$ cat src/rtl/wb_decoder_n.sv
// Wishbone 1-to-N address decoder: routes one master to the lowest-index matching
// slave, terminates unmapped or unresponsive accesses with ERR and logs them.

module wb_dec_match #(
  parameter int                 ADDR_W = 32,
  parameter logic [ADDR_W-1:0] BASE   = '0,
  parameter logic [ADDR_W-1:0] MASK   = '0
) (
  input  logic [ADDR_W-1:0] adr,
  output logic              hit
);
  assign hit = (adr & MASK) == BASE;
endmodule

module wb_decoder_n #(
  parameter int                       N_SLV    = 4,
  parameter int                       ADDR_W   = 32,
  parameter int                       DATA_W   = 32,
  // slave 3 has a base bit outside its mask, so it never matches
  parameter logic [N_SLV*ADDR_W-1:0] SLV_BASE = {32'h00000001, 32'h00010004, 32'h00010000, 32'h00000000},
  parameter logic [N_SLV*ADDR_W-1:0] SLV_MASK = {32'h00000000, 32'hFFFFFFFC, 32'hFFFFFFFC, 32'hFFFF0000},
  parameter int                       TIMEOUT  = 255
) (
  input  logic                    clk,
  input  logic                    rst,
  input  logic [ADDR_W-1:0]       m_adr,
  input  logic [DATA_W-1:0]       m_dat_o,
  input  logic                    m_we,
  input  logic                    m_cyc,
  input  logic                    m_stb,
  output logic [DATA_W-1:0]       m_dat_i,
  output logic                    m_ack,
  output logic                    m_err,
  output logic [ADDR_W-1:0]       s_adr,
  output logic [DATA_W-1:0]       s_dat_o,
  output logic                    s_we,
  output logic [N_SLV-1:0]        s_cyc,
  output logic [N_SLV-1:0]        s_stb,
  input  logic [N_SLV*DATA_W-1:0] s_dat_i,
  input  logic [N_SLV-1:0]        s_ack,
  output logic [ADDR_W-1:0]       err_addr,
  output logic [7:0]              err_cnt
);
  localparam int SEL_W = (N_SLV > 1) ? $clog2(N_SLV) : 1;

  localparam logic [1:0] IDLE = 2'd0;
  localparam logic [1:0] BUSY = 2'd1;
  localparam logic [1:0] TERM = 2'd2;

  logic [1:0]       state, state_d;
  logic [SEL_W-1:0] sel, hit_idx;
  logic [15:0]      wcnt;
  logic [N_SLV-1:0] hit;
  logic             any_hit;
  logic             to;
  logic [DATA_W-1:0] sel_dat;

  assign s_adr   = m_adr;
  assign s_dat_o = m_dat_o;
  assign s_we    = m_we;

  for (genvar i = 0; i < N_SLV; i++) begin : g_match
    wb_dec_match #(
      .ADDR_W(ADDR_W),
      .BASE  (SLV_BASE[i*ADDR_W +: ADDR_W]),
      .MASK  (SLV_MASK[i*ADDR_W +: ADDR_W])
    ) u_match (
      .adr(m_adr),
      .hit(hit[i])
    );
  end

  // descending scan so the lowest matching index is the one left standing
  always_comb begin
    any_hit = 1'b0;
    hit_idx = '0;
    for (int i = N_SLV - 1; i >= 0; i--) begin
      if (hit[i]) begin
        any_hit = 1'b1;
        hit_idx = SEL_W'(i);
      end
    end
  end

  assign sel_dat = s_dat_i[int'(sel)*DATA_W +: DATA_W];
  assign to      = (wcnt == 16'(TIMEOUT));

  always_comb begin
    state_d = state;
    s_cyc   = '0;
    s_stb   = '0;
    m_ack   = 1'b0;
    m_err   = 1'b0;
    m_dat_i = '0;
    case (state)
      IDLE: if (m_cyc && m_stb) state_d = any_hit ? BUSY : TERM;
      BUSY: begin
        m_dat_i = sel_dat;
        if (!m_cyc)   state_d = IDLE;
        else if (to)  state_d = TERM;
        else begin
          s_cyc[sel] = 1'b1;
          s_stb[sel] = m_stb;
          m_ack      = s_ack[sel];
          if (s_ack[sel]) state_d = IDLE;
        end
      end
      TERM: begin
        m_err   = 1'b1;
        state_d = IDLE;
      end
      default: state_d = IDLE;
    endcase
  end

  always_ff @(posedge clk or negedge rst) begin
    if (!rst) begin
      state    <= IDLE;
      sel      <= '0;
      wcnt     <= '0;
      err_addr <= '0;
      err_cnt  <= '0;
    end else begin
      state <= state_d;
      case (state)
        IDLE: begin
          wcnt <= '0;
          if (m_cyc && m_stb && any_hit) sel <= hit_idx;
        end
        BUSY: if (m_cyc && !to && !s_ack[sel]) wcnt <= wcnt + 16'd1;
        TERM: begin
          err_addr <= m_adr;
          if (err_cnt != 8'hFF) err_cnt <= err_cnt + 8'd1;
        end
        default: ;
      endcase
    end
  end
endmodule

$ cat config.mk
export PLATFORM = sky130hd
export DESIGN_NAME = wb_decoder_n
export DESIGN_NICKNAME = d
export VERILOG_FILES = /design/src/rtl/wb_decoder_n.sv
export SDC_FILE = /design/constraint.sdc
export NUM_CORES = 1
export LEC_CHECK = 0
export ABC_AREA = 1
export BUFFER_PORTS_ARGS = -buffer_cell sky130_fd_sc_hd__buf_2
export CAP_MARGIN = 20
export CORE_AREA = 2 2 134 136
export DETAILED_ROUTE_END_ITERATION = 8
export DIE_AREA = 0 0 136 138
export PLACE_DENSITY = 0.61
export REMOVE_ABC_BUFFERS = 1
export SLEW_MARGIN = 15
export SYNTH_ARGS = -nofsm -noshare
export SYNTH_HDL_FRONTEND = slang
export SYNTH_SLANG_ARGS = --single-unit
$ cat constraint.sdc
create_clock -name clk -period 1.53 [get_ports clk]
set_input_delay 0.2295 -clock clk [delete_from_list [all_inputs] [get_ports clk]]
set_output_delay 0.2295 -clock clk [all_outputs]
set_load 0.05 [all_outputs]
# [After elaboration in Yosys (flattened, before gate mapping)]
# Cells that the tools add are included.
# Widths: inputs -> output; s select.
[totals] reg_bits=60 latch_bits=0 mem_bits_rw=0 romBits=0 input_bits=201 out_inout_bits=147 word_cells=63 memories=0
[op_classes] n_addsub=2 multipliers=0 div_mod_pow=0 magnitude_cmp=2 n_eq_ne=9 n_shift=1 n_mux=29 n_bitwise=1 n_reduce_logical=14
[ops] cell="$shiftx 128x8->32" n=1
[ops] cell="$eq 30x15->1 const B" n=2
[ops] cell="$logic_not 32->1" n=1
[ops] cell="$mux 32" n=1
[ops] cell="$pmux 16 s2" n=1
[ops] cell="$mux 4" n=6
[ops] cell="$add 16x1->16 const B" n=1
[ops] cell="$eq 16x8->1 const B" n=1
[ops] cell="$mux 16" n=1
[ops] cell="$mux 2" n=8
[ops] cell="$mux 1" n=9
[ops] cell="$add 8x1->8 const B" n=1
[ops] cell="$ne 8x8->1 const B" n=1
[ops] cell="$reduce_and 2->1" n=4
[ops] cell="$logic_and 1x1->1" n=5
[ops] cell="$and 4x4->4" n=1
[ops] cell="$ne 2x2->1 const B" n=2
[ops] cell="$ne 4x4->1 const B" n=1
[ops] cell="$pmux 2 s2" n=1
[ops] cell="$lt 2x3->1 const B" n=1
[ops] cell="$bmux 1 s2" n=1
[ops] cell="$demux 1 s2" n=1
[ops] cell="$eq 2x1->1 const B" n=1
[ops] cell="$eq 2x2->1 const B" n=1
[ops] cell="other kinds (4)" n=5

# [Logic depth before layout (Yosys ltp)]
[logic_depth] ltp_word=8 mapped_depth=11 mapped_depth_nobuf=11

# [Modules after synthesis]
# A second synthesis with hierarchy kept.
[unflattened] hier_cells=746 area_unflattened_um2=4860.9
[by_module_without_submodules] module="wb_decoder_n" instances=1 cells_per_inst=656 area_each_um2=4514.3
[by_module_without_submodules] module="wb_dec_match at g_match[2].u_match" instances=1 cells_per_inst=31 area_each_um2=116.4
[by_module_without_submodules] module="wb_dec_match at g_match[1].u_match" instances=1 cells_per_inst=30 area_each_um2=115.1
[by_module_without_submodules] module="wb_dec_match at g_match[0].u_match" instances=1 cells_per_inst=27 area_each_um2=103.8
[by_module_without_submodules] module="wb_dec_match at g_match[3].u_match" instances=1 cells_per_inst=2 area_each_um2=11.3

# [Worst setup path before layout]
# OpenSTA, ideal clock, no wires.
[synth_path] kind="register to output" start="reg wcnt[0]" end="out s_stb[0]" arrival_ns=2.128 slack_ns=-0.827 path_stages_with_launch=7 path_buffers=0 cell_sequence="dfrtp_1 ha_1 nand3_2 nor2_8 nand2_2 nand2_1 nor3_1"
[synth_between] elab_chain_len=4
[synth_rtl] item="start, declared" line="52" source="logic [15:0] wcnt;"
[synth_rtl] item="start signal, assigned" line="130" source="BUSY: if (m_cyc && !to && !s_ack[sel]) wcnt <= wcnt + 16'd1;"
[synth_rtl] item="$eq 16x8->1" line="86" source="assign to = (wcnt == 16'(TIMEOUT));"
[synth_rtl] item="$mux 4" line="100" source="else if (to) state_d = TERM;"
[synth_rtl] item="$mux 4" line="99" source="if (!m_cyc) state_d = IDLE;"
[synth_rtl] item="$mux 4" line="95" source="case (state)"
[synth_rtl] item="end, declared" line="38" source="output logic [N_SLV-1:0] s_stb,"
# No other way between the ends.

# [Final worst setup path]
[layout_path] start="reg sel[0]" end="out m_dat_i[8]"
[layout_between] elab_chain_len=2
[layout_rtl] item="start, declared" line="51" source="logic [SEL_W-1:0] sel, hit_idx;"
[layout_rtl] item="start signal, assigned" line="128" source="if (m_cyc && m_stb && any_hit) sel <= hit_idx;"
[layout_rtl] item="$shiftx 128x8->32" line="85" source="assign sel_dat = s_dat_i[int'(sel)*DATA_W +: DATA_W];"
[layout_rtl] item="$mux 32" line="95"
[layout_rtl] item="end, declared" line="31" source="output logic [DATA_W-1:0] m_dat_i,"
# No other way between the ends.

==> flow_summary.toml <==
[status]
failed_checks = "setup timing"
status = "finished with violations"

[placement]
placed_area_sq_mm = 0.00600
dp_hpwl_mm = 13.2
pre_cts_slack_ns = -0.252
place_inst = 1097
routabilityCongestion = 0.850
io_buffers = 281

[power_and_ir_drop]
seq_power_share_pct = 27.3
power.density_mw_per_mm2 = 1290
swShare_pct = 48.4
p_switching_mw = 4.25
p_int_mw = 4.53
power_frac_comb_pct = 52.5
clock_power_share_pct = 20.2
p_leak_nw = 3.53
peakVddDrop_uv = 1510

[setup_path]
cpPeakStageDelay_ns = 0.45
critPathSlowestCell = "dfrtp_2"
cp-start-kind = "flip-flop"
required_ns = 1.30
cp_max_fo = 16
cp.arrival_ns = 1.70
cp_num_buf_inv = 3
endpoint_kind = "output pin"
cp_cell_sequence = "inv_2 > nor2_4 > clkbuf_16 > a22oi_1 > a31oi_1 > buf_4"
crit_family = "buffers and inverters"
criticalPathCategory = "reg2out"

[yosys]
synthesis.area_sq_mm = 0.00433
synthDistinctLibCells = 35
netlist_instances = 609
syn_area_per_cell_sq_um = 7.11
synth-seq-area-share_pct = 34.7
yosysWarnings = 0
synth_seq_cells = 60

[floorplanning]
core_sq_mm = 0.0175
die_width_microns = 136
dieArea_sq_mm = 0.0188
floorplan.rows = 49
ios = 348
fp.dieH_microns = 138
initial_core_util_pct = 24.7

[timing]
finalSetupViolCount = 57
setup_ws_ns = -0.398
finClkSkew_ns = 0.00500
hold_slack_ns = 0.126
post-route-period-util_pct = 126
setup_tns_ns = -15.27
min_period_ns = 1.93
slew_headroom_pct = 73.8
rsz0062_at_grt = "yes"
fmax_ghz = 0.519
tightestPinTransition_ns = 0.393
hold_viol = 0
final_max_slew_viol_count = 0

[clock_tree]
cts_max_path_buffers = 2
root_buffer = "clkbuf_16"
clkTransAtPathRegs_ns = 0.05
cts_tree = "built"
h-tree-depth = 3
clock_sinks = 60
numCtsBuffers = 9
clock_latency_ns = 0.32

[layout]
antenna_cells = 0
fin_cells = 1123
stdcell_area_sq_mm = 0.00680
area_delta_synth_final_pct = 57.1
drive_gt1_share_pct = 47.9
seq_area_sq_mm = 0.00150
fill_cells = 1874
multi_input_area_sq_mm = 0.00225
final_nets = 1093

[route]
postRouteAntennaNets = 0
wl_mm = 17.2
drt-initial-drc-count = 219
drcViolationCount = 0
via_count = 5153
firstDrtPassIters = 4
viasPerCell = 4.59
wl_per_cell_microns = 15.3

[hold_path]
hp-class = "in2reg"

[grt]
grt_pass1_wl_mm = 25.4
first_global_vias = 4915
grt_usage_pct = 17.2
overflow = 0
antenna_found_initial = 0
grt_max_degree = 61

[run]
maxCapViolations = 0
-- registers in the layout, indices dropped and copies added (netlist names) --
name,count
err_addr,32
err_cnt,8
sel,2
state,2
wcnt,16
-- power groups by stage --
stage               Sequential, mW  Combinational [mW]  Clock, mW
global route                  2.47                4.92       1.90
finish                        2.40                4.61       1.77
floorplan                     4.12                1.03          0
CTS                           2.40                4.56       1.82
global placement              2.40                4.41          0
detailed placement            2.40                4.47          0
-- tightest hold or removal path: stages --
cell and delay [ns]:
buf_2 0.08, nand2_1 0.05, nand2_1 0.05
-- metrics by stage --
stage                     util (%)  power (mW)
final                         38.8        8.78
after global routing          38.8        9.28
after CTS                     37.8        8.77
after detailed placement      34.2        6.87
after global placement        34.2        6.81
after floorplan                  -        5.15
-- path summary, 6_finish.rpt --
check / startpoint / end / slack, ns / depth (start not counted)
worst max-delay path: sel[0] / m_dat_i[8] / -0.40 / 6
worst min-delay path: m_adr[0] / err_addr[0] / 0.13 / 3
worst max register to register: sel[1] / wcnt[9] / -0.12 / 10
worst min register to register: err_addr[29] / err_addr[29] / 0.46 / 2
max in group asynchronous: rst / sel[0] / 0.79 / 3
min in group asynchronous: rst / err_addr[12] / 0.46 / 3
-- layout make-up --
| type | count | area share [%] |
|---|---|---|
| inverter | 38 | 2.17 |
| clock buffer | 12 | 3.48 |
| timing repair buffer | 359 | 34.7 |
| multi-input combinational | 422 | 33.1 |
| clock inverter | 3 | 0.221 |
| sequential | 60 | 22.1 |
| tap | 229 | 4.21 |
-- logic make-up after synthesis --
group           synth area share [%]
simple gates                    31.2
mux                            0.260
xor+xnor                        1.62
fa+ha+maj                      0.578
buf+inv                         17.7
compound gates                  14.0
flops                           34.7
-- cell usage in the layout (no fill, tap or decap), types with 6 or more instances in the layout --
cell type,instances
a21oi_1,6
a22oi_1,32
a31oi_1,28
buf_12,7
buf_2,239
buf_4,82
buf_6,22
clkbuf_16,11
dfrtp_1,58
inv_1,28
inv_2,8
nand2_1,210
nand2_2,6
nand3_1,19
nand4_1,9
nor2_1,41
nor2_4,10
o21ai_0,10
-- cell usage after synthesis --
library cell	n	area share, %
nand3b_1	2	0.35
nand2_2	2	0.29
nand2_8	1	0.46
o22ai_1	1	0.14
a22oi_1	32	5.5
nor3_1	8	0.92
buf_12	1	0.46
buf_2	11	1.3
o21a_1	1	0.17
a21oi_1	7	0.81
buf_6	2	0.52
nand3_4	1	0.40
nor2_2	1	0.14
ha_1	2	0.58
nand2_4	1	0.26
nand2_1	216	19
a31oi_1	32	4.6
o21bai_1	1	0.17
o21ai_0	10	1.2
clkbuf_1	10	0.87
nand3_1	20	2.3
dfrtp_1	60	35
inv_1	33	2.9
nor2_4	2	0.52
nor2_1	53	4.6
o21ai_1	3	0.35
inv_2	5	0.43
nand3_2	2	0.46
xnor2_1	4	0.81
mux2_2	1	0.26
nand4_1	9	1.3
xor2_1	4	0.81
buf_4	65	11
o21ai_2	5	1.0
nor2_8	1	0.46
-- repair_timing --
action | CTS | global route
hold buffers | 1 | 0
hold endpoints to repair | 60 | 0
cloned | 1 | 2
endpoints found under the setup margin | 57 | 62
gates resized for setup | 100 | 25
pin swaps | 9 | 8
buffers inserted | 3 | 4
-- routing by layer --
| layer | global-route usage, % | routed length [microns] | vias to the layer above | part of all wire, % |
|---|---|---|---|---|
| met4 | 3.45 | 205 | 2 | 1.2 |
| met2 | 26.8 | 7930 | 231 | 46 |
| met5 | 3.44 | 82 | - | 0.48 |
| met3 | 7.04 | 1540 | 29 | 9.0 |
| met1 | 22.1 | 7400 | 2396 | 43 |
| li1 | - | - | 2495 | - |
Note: power is estimated with default switching activity, not from simulation.
